==> src/rtl/ps2_pkg.sv <==
// Shared definitions for the device-side PS/2 port: FSM states, frame sizes,
// reply codes and the odd-parity helper.
package ps2_pkg;

    typedef enum logic [3:0] {
        IDLE, WAIT_IDLE, TX_HI, TX_LO, INHIBIT, RX_HI, RX_LO, ACK_HI, ACK_LO
    } ps2_state_e;

    localparam int TX_BITS = 11;
    localparam int RX_BITS = 10;

    localparam logic [7:0] CODE_ACK = 8'hFA;
    localparam logic [7:0] CODE_ERR = 8'hFE;
    localparam logic [7:0] CODE_BAT = 8'hAA;
    localparam logic [7:0] CODE_RST = 8'hFF;

    function automatic logic odd_par(input logic [7:0] d);
        return ~^d;
    endfunction

    // Wire order, bit 0 first: start 0, data LSB first, parity, stop 1.
    function automatic logic [TX_BITS-1:0] tx_frame(input logic [7:0] d);
        return {1'b1, odd_par(d), d, 1'b0};
    endfunction

endpackage

==> src/rtl/ps2_dev_port_if.sv <==
// Byte-level handshake between the PS/2 device port (slave) and its user (master).
interface ps2_dev_port_if;
    logic [7:0] tx_data_i;
    logic       tx_v_i;
    logic       tx_deq_o;
    logic [7:0] rx_code_o;
    logic       rx_v_o;
    logic       rx_perr_o;
    logic       busy_o;

    modport master (output tx_data_i, tx_v_i,
                    input  tx_deq_o, rx_code_o, rx_v_o, rx_perr_o, busy_o);
    modport slave  (input  tx_data_i, tx_v_i,
                    output tx_deq_o, rx_code_o, rx_v_o, rx_perr_o, busy_o);
endinterface

==> src/rtl/ps2_line_sync.sv <==
// Two-flop synchronizer for the PS/2 CLK and DATA pins; resets to idle-high.
module ps2_line_sync (
    input  logic clk6x,
    input  logic resetn,
    input  logic ps2_clk,
    input  logic ps2_data,
    output logic clk_s,
    output logic data_s
);
    logic [1:0] clk_ff, data_ff;

    always_ff @(posedge clk6x) begin
        if (!resetn) begin
            clk_ff  <= 2'b11;
            data_ff <= 2'b11;
        end else begin
            clk_ff  <= {clk_ff[0], ps2_clk};
            data_ff <= {data_ff[0], ps2_data};
        end
    end

    assign clk_s  = clk_ff[1];
    assign data_s = data_ff[1];
endmodule

==> src/rtl/ps2_dev_port.sv <==
// Device-side PS/2 port: clocks device-to-host frames out and host commands in.
// PS2DEV_AUTOACK_EN: answer host bytes internally with FA/FE (and AA after FF).
module ps2_dev_port
    import ps2_pkg::*;
#(
    parameter int HALFBIT_US = 40,
    parameter int IDLE_US    = 50
) (
    input  logic clk6x,
    input  logic resetn,
    input  logic ck1us,
    input  logic PS2_CLK,
    input  logic PS2_DATA,
    output logic PS2_CLKDR0,
    output logic PS2_DATADR0,
    ps2_dev_port_if.slave bus
);
    localparam int TMR_MAX = (HALFBIT_US > IDLE_US) ? HALFBIT_US : IDLE_US;
    localparam int TMR_W   = $clog2(TMR_MAX + 1);

    ps2_state_e          state, state_n;
    logic [TMR_W-1:0]    tmr, tmr_n;
    logic [3:0]          bitcnt, bitcnt_n;
    logic [TX_BITS-1:0]  tx_frm, tx_frm_n;
    logic [RX_BITS-1:0]  rx_sh, rx_sh_n;
    logic                clk_dr, clk_dr_n, data_dr, data_dr_n;
    logic [7:0]          rx_code, rx_code_n;
    logic                tx_deq, tx_deq_n, rx_v, rx_v_n, rx_perr, rx_perr_n;
    logic                busy, busy_n;
    logic                clk_s, data_s;
    logic                tx_pend, half_done, mid_hit, rx_ok;
    logic [7:0]          tx_byte;

    ps2_line_sync u_sync (
        .clk6x   (clk6x),
        .resetn  (resetn),
        .ps2_clk (PS2_CLK),
        .ps2_data(PS2_DATA),
        .clk_s   (clk_s),
        .data_s  (data_s)
    );

`ifdef PS2DEV_AUTOACK_EN
    logic [1:0] aq_cnt, aq_cnt_n;
    logic [7:0] aq0, aq0_n, aq1, aq1_n;
    logic       src_auto, src_auto_n;

    // Internal replies go out ahead of any external byte.
    assign tx_pend = bus.tx_v_i || (aq_cnt != 2'd0);
    assign tx_byte = (aq_cnt != 2'd0) ? aq0 : bus.tx_data_i;
`else
    assign tx_pend = bus.tx_v_i;
    assign tx_byte = bus.tx_data_i;
`endif

    assign half_done = ck1us && (tmr == TMR_W'(HALFBIT_US - 1));
    assign mid_hit   = ck1us && (tmr == TMR_W'(HALFBIT_US / 2 - 1));
    assign rx_ok     = rx_sh[9] && (rx_sh[8] == odd_par(rx_sh[7:0]));

    always_comb begin
        state_n   = state;
        tmr_n     = ck1us ? tmr + 1'b1 : tmr;
        bitcnt_n  = bitcnt;
        tx_frm_n  = tx_frm;
        rx_sh_n   = rx_sh;
        clk_dr_n  = clk_dr;
        data_dr_n = data_dr;
        rx_code_n = rx_code;
        tx_deq_n  = 1'b0;
        rx_v_n    = 1'b0;
        rx_perr_n = 1'b0;
`ifdef PS2DEV_AUTOACK_EN
        aq_cnt_n   = aq_cnt;
        aq0_n      = aq0;
        aq1_n      = aq1;
        src_auto_n = src_auto;
`endif
        unique case (state)
            IDLE: begin
                tmr_n     = '0;
                clk_dr_n  = 1'b0;
                data_dr_n = 1'b0;
                if (!clk_s)       state_n = INHIBIT;
                else if (tx_pend) state_n = WAIT_IDLE;
            end
            WAIT_IDLE: begin
                if (!clk_s) begin
                    state_n = INHIBIT;
                end else if (!data_s) begin
                    state_n  = RX_HI;
                    tmr_n    = '0;
                    bitcnt_n = '0;
                end else if (ck1us && tmr == TMR_W'(IDLE_US - 1)) begin
                    state_n  = TX_HI;
                    tmr_n    = '0;
                    bitcnt_n = '0;
                    tx_frm_n = tx_frame(tx_byte);
`ifdef PS2DEV_AUTOACK_EN
                    src_auto_n = (aq_cnt != 2'd0);
`endif
                end
            end
            TX_HI: begin
                // Our own CLK release needs a couple of cycles to reach clk_s,
                // so host inhibit is only trusted a full microsecond in.
                if (bitcnt != 4'd0 && tmr >= TMR_W'(2) && !clk_s) begin
                    state_n   = INHIBIT;
                    clk_dr_n  = 1'b0;
                    data_dr_n = 1'b0;
                end else begin
                    if (mid_hit) data_dr_n = ~tx_frm[0];
                    if (half_done) begin
                        state_n  = TX_LO;
                        tmr_n    = '0;
                        clk_dr_n = 1'b1;
                    end
                end
            end
            TX_LO: begin
                if (half_done) begin
                    tmr_n    = '0;
                    clk_dr_n = 1'b0;
                    if (bitcnt == 4'(TX_BITS - 1)) begin
                        state_n   = IDLE;
                        data_dr_n = 1'b0;
`ifdef PS2DEV_AUTOACK_EN
                        if (src_auto) begin
                            aq0_n    = aq1;
                            aq_cnt_n = aq_cnt - 2'd1;
                        end
                        tx_deq_n = !src_auto;
`else
                        tx_deq_n = 1'b1;
`endif
                    end else begin
                        state_n  = TX_HI;
                        bitcnt_n = bitcnt + 1'b1;
                        tx_frm_n = tx_frm >> 1;
                    end
                end
            end
            INHIBIT: begin
                clk_dr_n  = 1'b0;
                data_dr_n = 1'b0;
                tmr_n     = '0;
                bitcnt_n  = '0;
                if (clk_s) state_n = data_s ? IDLE : RX_HI;
            end
            RX_HI: begin
                if (half_done) begin
                    rx_sh_n  = {data_s, rx_sh[RX_BITS-1:1]};
                    state_n  = RX_LO;
                    tmr_n    = '0;
                    clk_dr_n = 1'b1;
                end
            end
            RX_LO: begin
                if (half_done) begin
                    tmr_n    = '0;
                    clk_dr_n = 1'b0;
                    if (bitcnt == 4'(RX_BITS - 1)) begin
                        state_n = ACK_HI;
                    end else begin
                        state_n  = RX_HI;
                        bitcnt_n = bitcnt + 1'b1;
                    end
                end
            end
            ACK_HI: begin
                if (mid_hit && rx_ok) data_dr_n = 1'b1;
                if (half_done) begin
                    state_n  = ACK_LO;
                    tmr_n    = '0;
                    clk_dr_n = 1'b1;
                end
            end
            ACK_LO: begin
                if (half_done) begin
                    state_n   = IDLE;
                    tmr_n     = '0;
                    clk_dr_n  = 1'b0;
                    data_dr_n = 1'b0;
                    if (rx_ok) begin
                        rx_code_n = rx_sh[7:0];
                        rx_v_n    = 1'b1;
                    end else begin
                        rx_perr_n = 1'b1;
                    end
`ifdef PS2DEV_AUTOACK_EN
                    // A new host command supersedes any reply still queued.
                    aq0_n    = rx_ok ? CODE_ACK : CODE_ERR;
                    aq1_n    = CODE_BAT;
                    aq_cnt_n = (rx_ok && rx_sh[7:0] == CODE_RST) ? 2'd2 : 2'd1;
`endif
                end
            end
            default: state_n = IDLE;
        endcase
        busy_n = (state_n != IDLE);
    end

    always_ff @(posedge clk6x) begin
        if (!resetn) begin
            state   <= IDLE;
            tmr     <= '0;
            bitcnt  <= '0;
            tx_frm  <= '0;
            rx_sh   <= '0;
            clk_dr  <= 1'b0;
            data_dr <= 1'b0;
            rx_code <= 8'h00;
            tx_deq  <= 1'b0;
            rx_v    <= 1'b0;
            rx_perr <= 1'b0;
            busy    <= 1'b0;
`ifdef PS2DEV_AUTOACK_EN
            aq_cnt   <= 2'd0;
            aq0      <= 8'h00;
            aq1      <= 8'h00;
            src_auto <= 1'b0;
`endif
        end else begin
            state   <= state_n;
            tmr     <= tmr_n;
            bitcnt  <= bitcnt_n;
            tx_frm  <= tx_frm_n;
            rx_sh   <= rx_sh_n;
            clk_dr  <= clk_dr_n;
            data_dr <= data_dr_n;
            rx_code <= rx_code_n;
            tx_deq  <= tx_deq_n;
            rx_v    <= rx_v_n;
            rx_perr <= rx_perr_n;
            busy    <= busy_n;
`ifdef PS2DEV_AUTOACK_EN
            aq_cnt   <= aq_cnt_n;
            aq0      <= aq0_n;
            aq1      <= aq1_n;
            src_auto <= src_auto_n;
`endif
        end
    end

    assign PS2_CLKDR0    = clk_dr;
    assign PS2_DATADR0   = data_dr;
    assign bus.tx_deq_o  = tx_deq;
    assign bus.rx_code_o = rx_code;
    assign bus.rx_v_o    = rx_v;
    assign bus.rx_perr_o = rx_perr;
    assign bus.busy_o    = busy;
endmodule

==> src/flat_wrapper.sv <==
// flat-port wrapper written by rule: the top's interface ports become plain ports
module ps2_dev_port_flat import ps2_pkg::*;
#(
    parameter int HALFBIT_US = 40,
    parameter int IDLE_US    = 50
)
  (clk6x, resetn, ck1us, PS2_CLK, PS2_DATA, PS2_CLKDR0, PS2_DATADR0, bus_tx_data_i, bus_tx_v_i, bus_tx_deq_o, bus_rx_code_o, bus_rx_v_o, bus_rx_perr_o, bus_busy_o);
  ps2_dev_port_if bus_i ();
  input  logic clk6x;
  input  logic resetn;
  input  logic ck1us;
  input  logic PS2_CLK;
  input  logic PS2_DATA;
  output logic PS2_CLKDR0;
  output logic PS2_DATADR0;
  input wire logic [$bits(bus_i.tx_data_i)-1:0] bus_tx_data_i;
  input wire logic [$bits(bus_i.tx_v_i)-1:0] bus_tx_v_i;
  output wire logic [$bits(bus_i.tx_deq_o)-1:0] bus_tx_deq_o;
  output wire logic [$bits(bus_i.rx_code_o)-1:0] bus_rx_code_o;
  output wire logic [$bits(bus_i.rx_v_o)-1:0] bus_rx_v_o;
  output wire logic [$bits(bus_i.rx_perr_o)-1:0] bus_rx_perr_o;
  output wire logic [$bits(bus_i.busy_o)-1:0] bus_busy_o;
  assign bus_i.tx_data_i = bus_tx_data_i;
  assign bus_i.tx_v_i = bus_tx_v_i;
  assign bus_tx_deq_o = bus_i.tx_deq_o;
  assign bus_rx_code_o = bus_i.rx_code_o;
  assign bus_rx_v_o = bus_i.rx_v_o;
  assign bus_rx_perr_o = bus_i.rx_perr_o;
  assign bus_busy_o = bus_i.busy_o;
  ps2_dev_port #(.HALFBIT_US(HALFBIT_US), .IDLE_US(IDLE_US)) u_core (.clk6x(clk6x), .resetn(resetn), .ck1us(ck1us), .PS2_CLK(PS2_CLK), .PS2_DATA(PS2_DATA), .PS2_CLKDR0(PS2_CLKDR0), .PS2_DATADR0(PS2_DATADR0), .bus(bus_i));
endmodule
==> config.mk <==
export PLATFORM = sky130hd
export DESIGN_NAME = ps2_dev_port_flat
export DESIGN_NICKNAME = d
export VERILOG_FILES = /design/src/rtl/ps2_pkg.sv /design/src/rtl/ps2_dev_port_if.sv /design/src/rtl/ps2_line_sync.sv /design/src/rtl/ps2_dev_port.sv /design/src/flat_wrapper.sv
export SDC_FILE = /design/constraint.sdc
export NUM_CORES = 1
export LEC_CHECK = 0
export ABC_CLOCK_PERIOD_IN_PS = 5400
export CAP_MARGIN = 40
export CORE_UTILIZATION = 39
export CTS_BUF_LIST = sky130_fd_sc_hd__clkbuf_16
export DETAILED_ROUTE_END_ITERATION = 8
export GPL_ROUTABILITY_DRIVEN = 0
export PLACE_DENSITY = 0.68
export SYNTH_ARGS = -nofsm -noshare
export SYNTH_HDL_FRONTEND = slang
export SYNTH_SLANG_ARGS = --single-unit
export TNS_END_PERCENT = 5
==> constraint.sdc <==
create_clock -name clk6x -period 5.4 [get_ports clk6x]
set_input_delay 0.81 -clock clk6x [delete_from_list [all_inputs] [get_ports clk6x]]
set_output_delay 0.81 -clock clk6x [all_outputs]
set_load 0.01 [all_outputs]
==> metrics.txt, run 1 <==
Startpoint Class input pin; Total GRT Usage 0.166; Hold WC Path Type flip-flop to flip-flop; clock skew 0.00731 ns; drt drc 0; share of the synthesized area in the top cell type 0.376; syn_nets 342; fmax 347 MHz; Vias 2295; cells on worst reg2reg path 6; Final period util 0.534; PortBufs 27; Routed Antenna Nets 0; leakage 1.27 nW; 1st-iter DRT viols 232; Async SR Flop Fraction 0; Worst Tran Pin Value 0.718 ns; Max Cap Viol 0; first-pass GRT wire length a little under 10 mm; io pins 28; reg-to-reg endpoint u_core.bus.busy_o; final setup TNS 0 ns; grt total ovfl 0; dpl hpwl between 4 and 5 mm; Clock Latency Late Sink 0.29 ns; largest net degree at the start of global routing 26; clock slew at reported path FFs 0.07 ns; total iterations of the first detailed-routing run 4; DRT Wirelength 5.72 mm; final setup vio count 0; total power draw approximately 0.8 mW; Synth area leader dfxtp_1; Ant. Diodes 0; Mapped Area 2820 µm²; vias per cell 5.29; sequential element share of the synthesized area 0.376; Power Density 245 nW/µm²; initial antenna violation count 0; die height between 80 and 90 µm; Post-Syn Area per Cell approximately 9 µm²; Nets 358; crit end category flip-flop; CP Max Fanout 20; Fill cells between 600 and 700; Distinct cells, synth between 60 and 70; Post-synth EDFFs 0; clk sinks 53; FF-to-FF Start u_core.state[1]; depth of the CTS H-tree 2; Core Box Area slightly below 7000 µm²; Top FF cell, synth dfxtp_1; Cells after Synth 321; Num CTS Buffers 5; RSZ-0062 raised after global routing no; Die ar. 7590 µm²; Setup Buffers After CTS 0; CTS Hold Bufs 0; P&R area growth vs syn 14.8%; crit path DAT ~3 ns; vias in the first global route 2112; status finished, final reports clean; relative slew slack 0.518; min cycle time layout 2.88 ns; Area contributors post-synth dfxtp_1, mux2i_1, nor2_1, nand2_1, xnor2_1; Worst setup startpoint ck1us; Worst Setup EP u_core.tx_frm[8]; peak supply drop 0.123 mV; clock buffer depth 2; post_cts resized 0; Die Wd 87.1 µm; Final Slew Violations 0; Avg WL per Cell roughly 13 µm; #FFs+latches synth 53; R2R Setup Slk a little under 3 ns; Fin. Hold Viols 0; Initial Util 0.409; CP required 5.59 ns; Yosys warning count 0; row cnt 30; layout cell share with drive strength beyond 1 0.0769; worst setup path class input pin to flip-flop; TritonCTS clock tree done; Root Driver clkbuf_16; worst hold path stage count 1
==> cells in the mapped netlist (all sizes together), types with 7 or more instances <==
cell	count
ha	7
nand2b	9
nand2	36
nor2	49
buf	11
mux2i	20
a311oi	8
xnor2	14
dfxtp	53
clkbuf	9
nor3	12
nand3	10
inv	8
a21oi	11
==> flip-flops by register name, indices dropped and copies added, names as in the netlist <==
name                   cells
u_core.u_sync.data_ff      2
u_core.bus.rx_v_o          1
u_core.rx_sh              10
u_core.bus.tx_deq_o        1
u_core.PS2_CLKDR0          1
u_core.state               4
u_core.bus.busy_o          1
u_core.bus.rx_code_o       8
u_core.u_sync.clk_ff       2
u_core.bus.rx_perr_o       1
u_core.tx_frm             11
u_core.tmr                 6
u_core.bitcnt              4
u_core.PS2_DATADR0         1
==> area by class of cell <==
cell class                 instances  area [µm²]  share of cell area
tap                               96         120              0.0371
sequential                        53        1060               0.327
timing repair buffer              29         303              0.0934
inverter                           9        33.8              0.0104
multi-input combinational        239        1580               0.486
clock inverter                     3        21.3             0.00656
clock buffer                       5         125              0.0386
==> metal layers <==
layer	vias up	GRT usage	wire, µm
met3	8	0.0275	244
li1	1151	-	-
met5	-	0	0
met4	0	0.0551	89
met1	1073	0.231	2800
met2	63	0.262	2590
==> worst max-delay path, stage by stage <==
cell             delay (ns)
clkdlybuf4s50_1        0.60
and3_4                 0.27
and2_4                 0.24
a22o_1                 0.14
and3_1                 0.62
nor2_1                 0.10
a311oi_2               0.27
==> worst min path at each step <==
stage	from	to	slack, ns
floorplan	u_core.u_sync.clk_ff[0]	u_core.u_sync.clk_ff[1]	0.39
global placement	u_core.u_sync.clk_ff[0]	u_core.u_sync.clk_ff[1]	0.39
detailed placement	u_core.u_sync.clk_ff[0]	u_core.u_sync.clk_ff[1]	0.40
CTS	u_core.u_sync.data_ff[0]	u_core.u_sync.data_ff[1]	0.42
global route	u_core.u_sync.clk_ff[0]	u_core.u_sync.clk_ff[1]	0.44
finish	u_core.u_sync.clk_ff[0]	u_core.u_sync.clk_ff[1]	0.41
==> power by group <==
group | switching (mW) | internal (mW)
combinational | 0.0362 | 0.0366
sequential | 0.00980 | 0.396
clock | 0.143 | 0.173
==> placed cells by master (no fill, tap or decap), types with 3 or more instances in the layout <==
cell and count:
a31oi_1 3, nand2_1 35, ha_1 7, xnor2_1 14, dfxtp_1 53, xor2_1 4, clkbuf_16 5, o211ai_1 3
o21ai_0 4, inv_1 8, mux2i_1 20, nand3_1 10, a311oi_2 3, clkdlybuf4s50_1 27, nor3_1 10, a211oi_1 3
nor2_1 49, nand4_1 3, nand2b_1 9, a311oi_1 5, a21oi_1 11
==> stage by stage <==
stage / hold slack [ns] / worst slack (ns) / instances / instance area (µm²) / util
after floorplan: 0.386 / 2.97 / 321 / 2820 / -
after global placement: 0.393 / 2.16 / 424 / 3060 / 0.443
after detailed placement: 0.396 / 2.25 / 426 / 3090 / 0.448
after CTS: 0.416 / 2.54 / 434 / 3240 / 0.469
after global routing: 0.437 / 2.26 / 434 / 3240 / 0.469
final: 0.411 / 2.52 / 434 / 3240 / 0.469
==> cells by family after synthesis <==
kind of cell | after synthesis | synth area share
flip-flops | 53 | 0.376
adder cells (fa/ha/maj) | 7 | 0.0310
buffers and inverters | 29 | 0.0660
XOR/XNOR | 19 | 0.0638
AO/OA/AOI/OAI | 53 | 0.146
multiplexers | 20 | 0.0709
AND/OR/NAND/NOR | 140 | 0.246
(Power assumes the default switching activity.)
==> inputs of run 2 (changes only) <==
--- a/config.mk
+++ b/config.mk
@@ -5,7 +5,7 @@
 export SDC_FILE = /design/constraint.sdc
 export NUM_CORES = 1
 export LEC_CHECK = 0
-export ABC_CLOCK_PERIOD_IN_PS = 5400
+export ABC_CLOCK_PERIOD_IN_PS = 2800
 export CAP_MARGIN = 40
 export CORE_UTILIZATION = 39
 export CTS_BUF_LIST = sky130_fd_sc_hd__clkbuf_16
==> constraint.sdc (replaced) <==
create_clock -name clk6x -period 2.8 [get_ports clk6x]
set_input_delay 0.42 -clock clk6x [delete_from_list [all_inputs] [get_ports clk6x]]
set_output_delay 0.42 -clock clk6x [all_outputs]
set_load 0.01 [all_outputs]
==> run 2 against run 1 <==
Compared with the run above: wire length is 2.0% higher; largest cell class unchanged; die area stayed put; worst setup slack worse by 2.0 ns; critical path depth is 1 higher; via count is 1.5% higher; final cell count is 1.6% higher; critical path type is now flip-flop to flip-flop; clock skew is 0.0010 ns lower; hold slack worse by 0.0021 ns; sequential share of layout area is 0.35 points lower.
==> metrics.txt, run 2 (same netlist as run 1, synthesis figures left out) <==
status finished, final reports clean; final setup vio count 0; reg-to-reg endpoint u_core.bus.busy_o; die height slightly below 90 µm; TritonCTS clock tree done; Final period util 0.832; CP Max Fanout 6; first-pass GRT wire length slightly above 10 mm; R2R Setup Slk 0.47 ns; Power Density 469 nW/µm²; worst setup path class flip-flop to flip-flop; vias per cell 5.28; initial antenna violation count 0; fmax around 430 MHz; final setup TNS 0 ns; Setup Buffers After CTS 0; Routed Antenna Nets 0; clk sinks between 50 and 60; FF-to-FF Start u_core.bitcnt[0]; relative slew slack 0.543; Final Slew Violations 0; CP required 2.98 ns; max reg flops 11; Root Driver clkbuf_16; Num CTS Buffers 5; 1st-iter DRT viols 231; grt total ovfl 0; Worst Tran Pin Value 0.685 ns; Max Cap Viol 0; Total GRT Usage 0.169; Hold WC Path Type flip-flop to flip-flop; P&R area growth vs syn 16.0%; Fin. Hold Viols 0; most frequent cells in the layout dfxtp_1, nor2_1, nand2_1; min cycle time layout 2.33 ns; Initial Util 0.409; largest net degree at the start of global routing 26; RSZ-0062 raised after global routing no; drt drc 0; CTS Hold Bufs 0; Layout Utilization 0.474; Die ar. between 7000 and 8000 µm²; leakage 1.29 nW; peak supply drop 0.257 mV; Vias ~2300; Avg WL per Cell 13.2 µm; post_cts resized 0; vias in the first global route 2215; Worst Setup EP u_core.bus.busy_o; clock buffer depth 2; crit end category flip-flop; Clock Latency Late Sink 0.29 ns; PortBufs 27; Core Box Area 6910 µm²; Startpoint Class flip-flop; cells on worst reg2reg path 8; Nets 365; dpl hpwl 4.17 mm; total iterations of the first detailed-routing run 4; layout cell share with drive strength beyond 1 0.0957; clock skew between 0.006 and 0.007 ns; crit path DAT 2.51 ns; Die Wd 87.1 µm; Biggest register u_core.tx_frm; row cnt 30; depth of the CTS H-tree 2; commonest non-fill, non-tap cell in the layout dfxtp_1; clock slew at reported path FFs 0.07 ns; Ant. Diodes 0; Worst setup startpoint u_core.bitcnt[0]; DRT Wirelength 5.83 mm; io pins 28
[run 2: worst min path at each step]
stage | startpoint | endpoint | slack, ns | depth (start not counted)
2_1_floorplan | u_core.u_sync.clk_ff[0] | u_core.u_sync.clk_ff[1] | 0.39 | 1
3_3_place_gp | u_core.u_sync.data_ff[0] | u_core.u_sync.data_ff[1] | 0.39 | 1
3_5_place_dp | u_core.u_sync.clk_ff[0] | u_core.u_sync.clk_ff[1] | 0.39 | 1
4_1_cts | u_core.u_sync.clk_ff[0] | u_core.u_sync.clk_ff[1] | 0.41 | 1
5_1_grt | u_core.u_sync.data_ff[0] | u_core.u_sync.data_ff[1] | 0.44 | 1
6_report | u_core.u_sync.clk_ff[0] | u_core.u_sync.clk_ff[1] | 0.41 | 1
[run 2: area by class of cell]
| cell class | instances | area, µm² |
|---|---|---|
| tap | 96 | 120 |
| clock inverter | 3 | 21.3 |
| inverter | 9 | 33.8 |
| sequential | 53 | 1060 |
| timing repair buffer | 36 | 338 |
| clock buffer | 5 | 125 |
| multi-input combinational | 239 | 1580 |
| fill | 683 | 3630 |
[run 2: metrics by stage]
step | setup slack (ns) | hold WS (ns) | cell area (µm²) | std cells | power, mW
4_1_cts | 0.504 | 0.409 | 3280 | 441 | 1.56
3_5_place_dp | 0.279 | 0.394 | 3130 | 433 | 0.940
5_1_grt | 0.328 | 0.436 | 3280 | 441 | 1.60
6_report | 0.470 | 0.409 | 3280 | 441 | 1.54
2_1_floorplan | 0.730 | 0.386 | 2820 | 321 | 0.892
3_3_place_gp | 0.328 | 0.388 | 3130 | 433 | 0.940
[run 2: worst max-delay path: stages (launching register included)]
cell	delay, ns
dfxtp_1	0.41
inv_1	0.10
ha_1	0.20
nor3b_1	0.15
a211oi_2	0.34
nor2_1	0.15
o21ai_0	0.12
or4b_1	0.47
o31a_1	0.30
[run 2: where the power goes]
group,internal (mW),switching (mW),total [mW]
combinational,0.0715,0.0763,0.148
sequential,0.764,0.0114,0.775
clock,0.333,0.282,0.615
total,1.17,0.369,1.54
[run 2: metal layers]
| layer | up-vias | track usage | wire, µm |
|---|---|---|---|
| li1 | 1165 | - | - |
| met1 | 1082 | 0.227 | 2830 |
| met2 | 73 | 0.266 | 2570 |
| met3 | 10 | 0.0341 | 321 |
| met4 | 0 | 0.0656 | 104 |
| met5 | - | 0 | 0 |
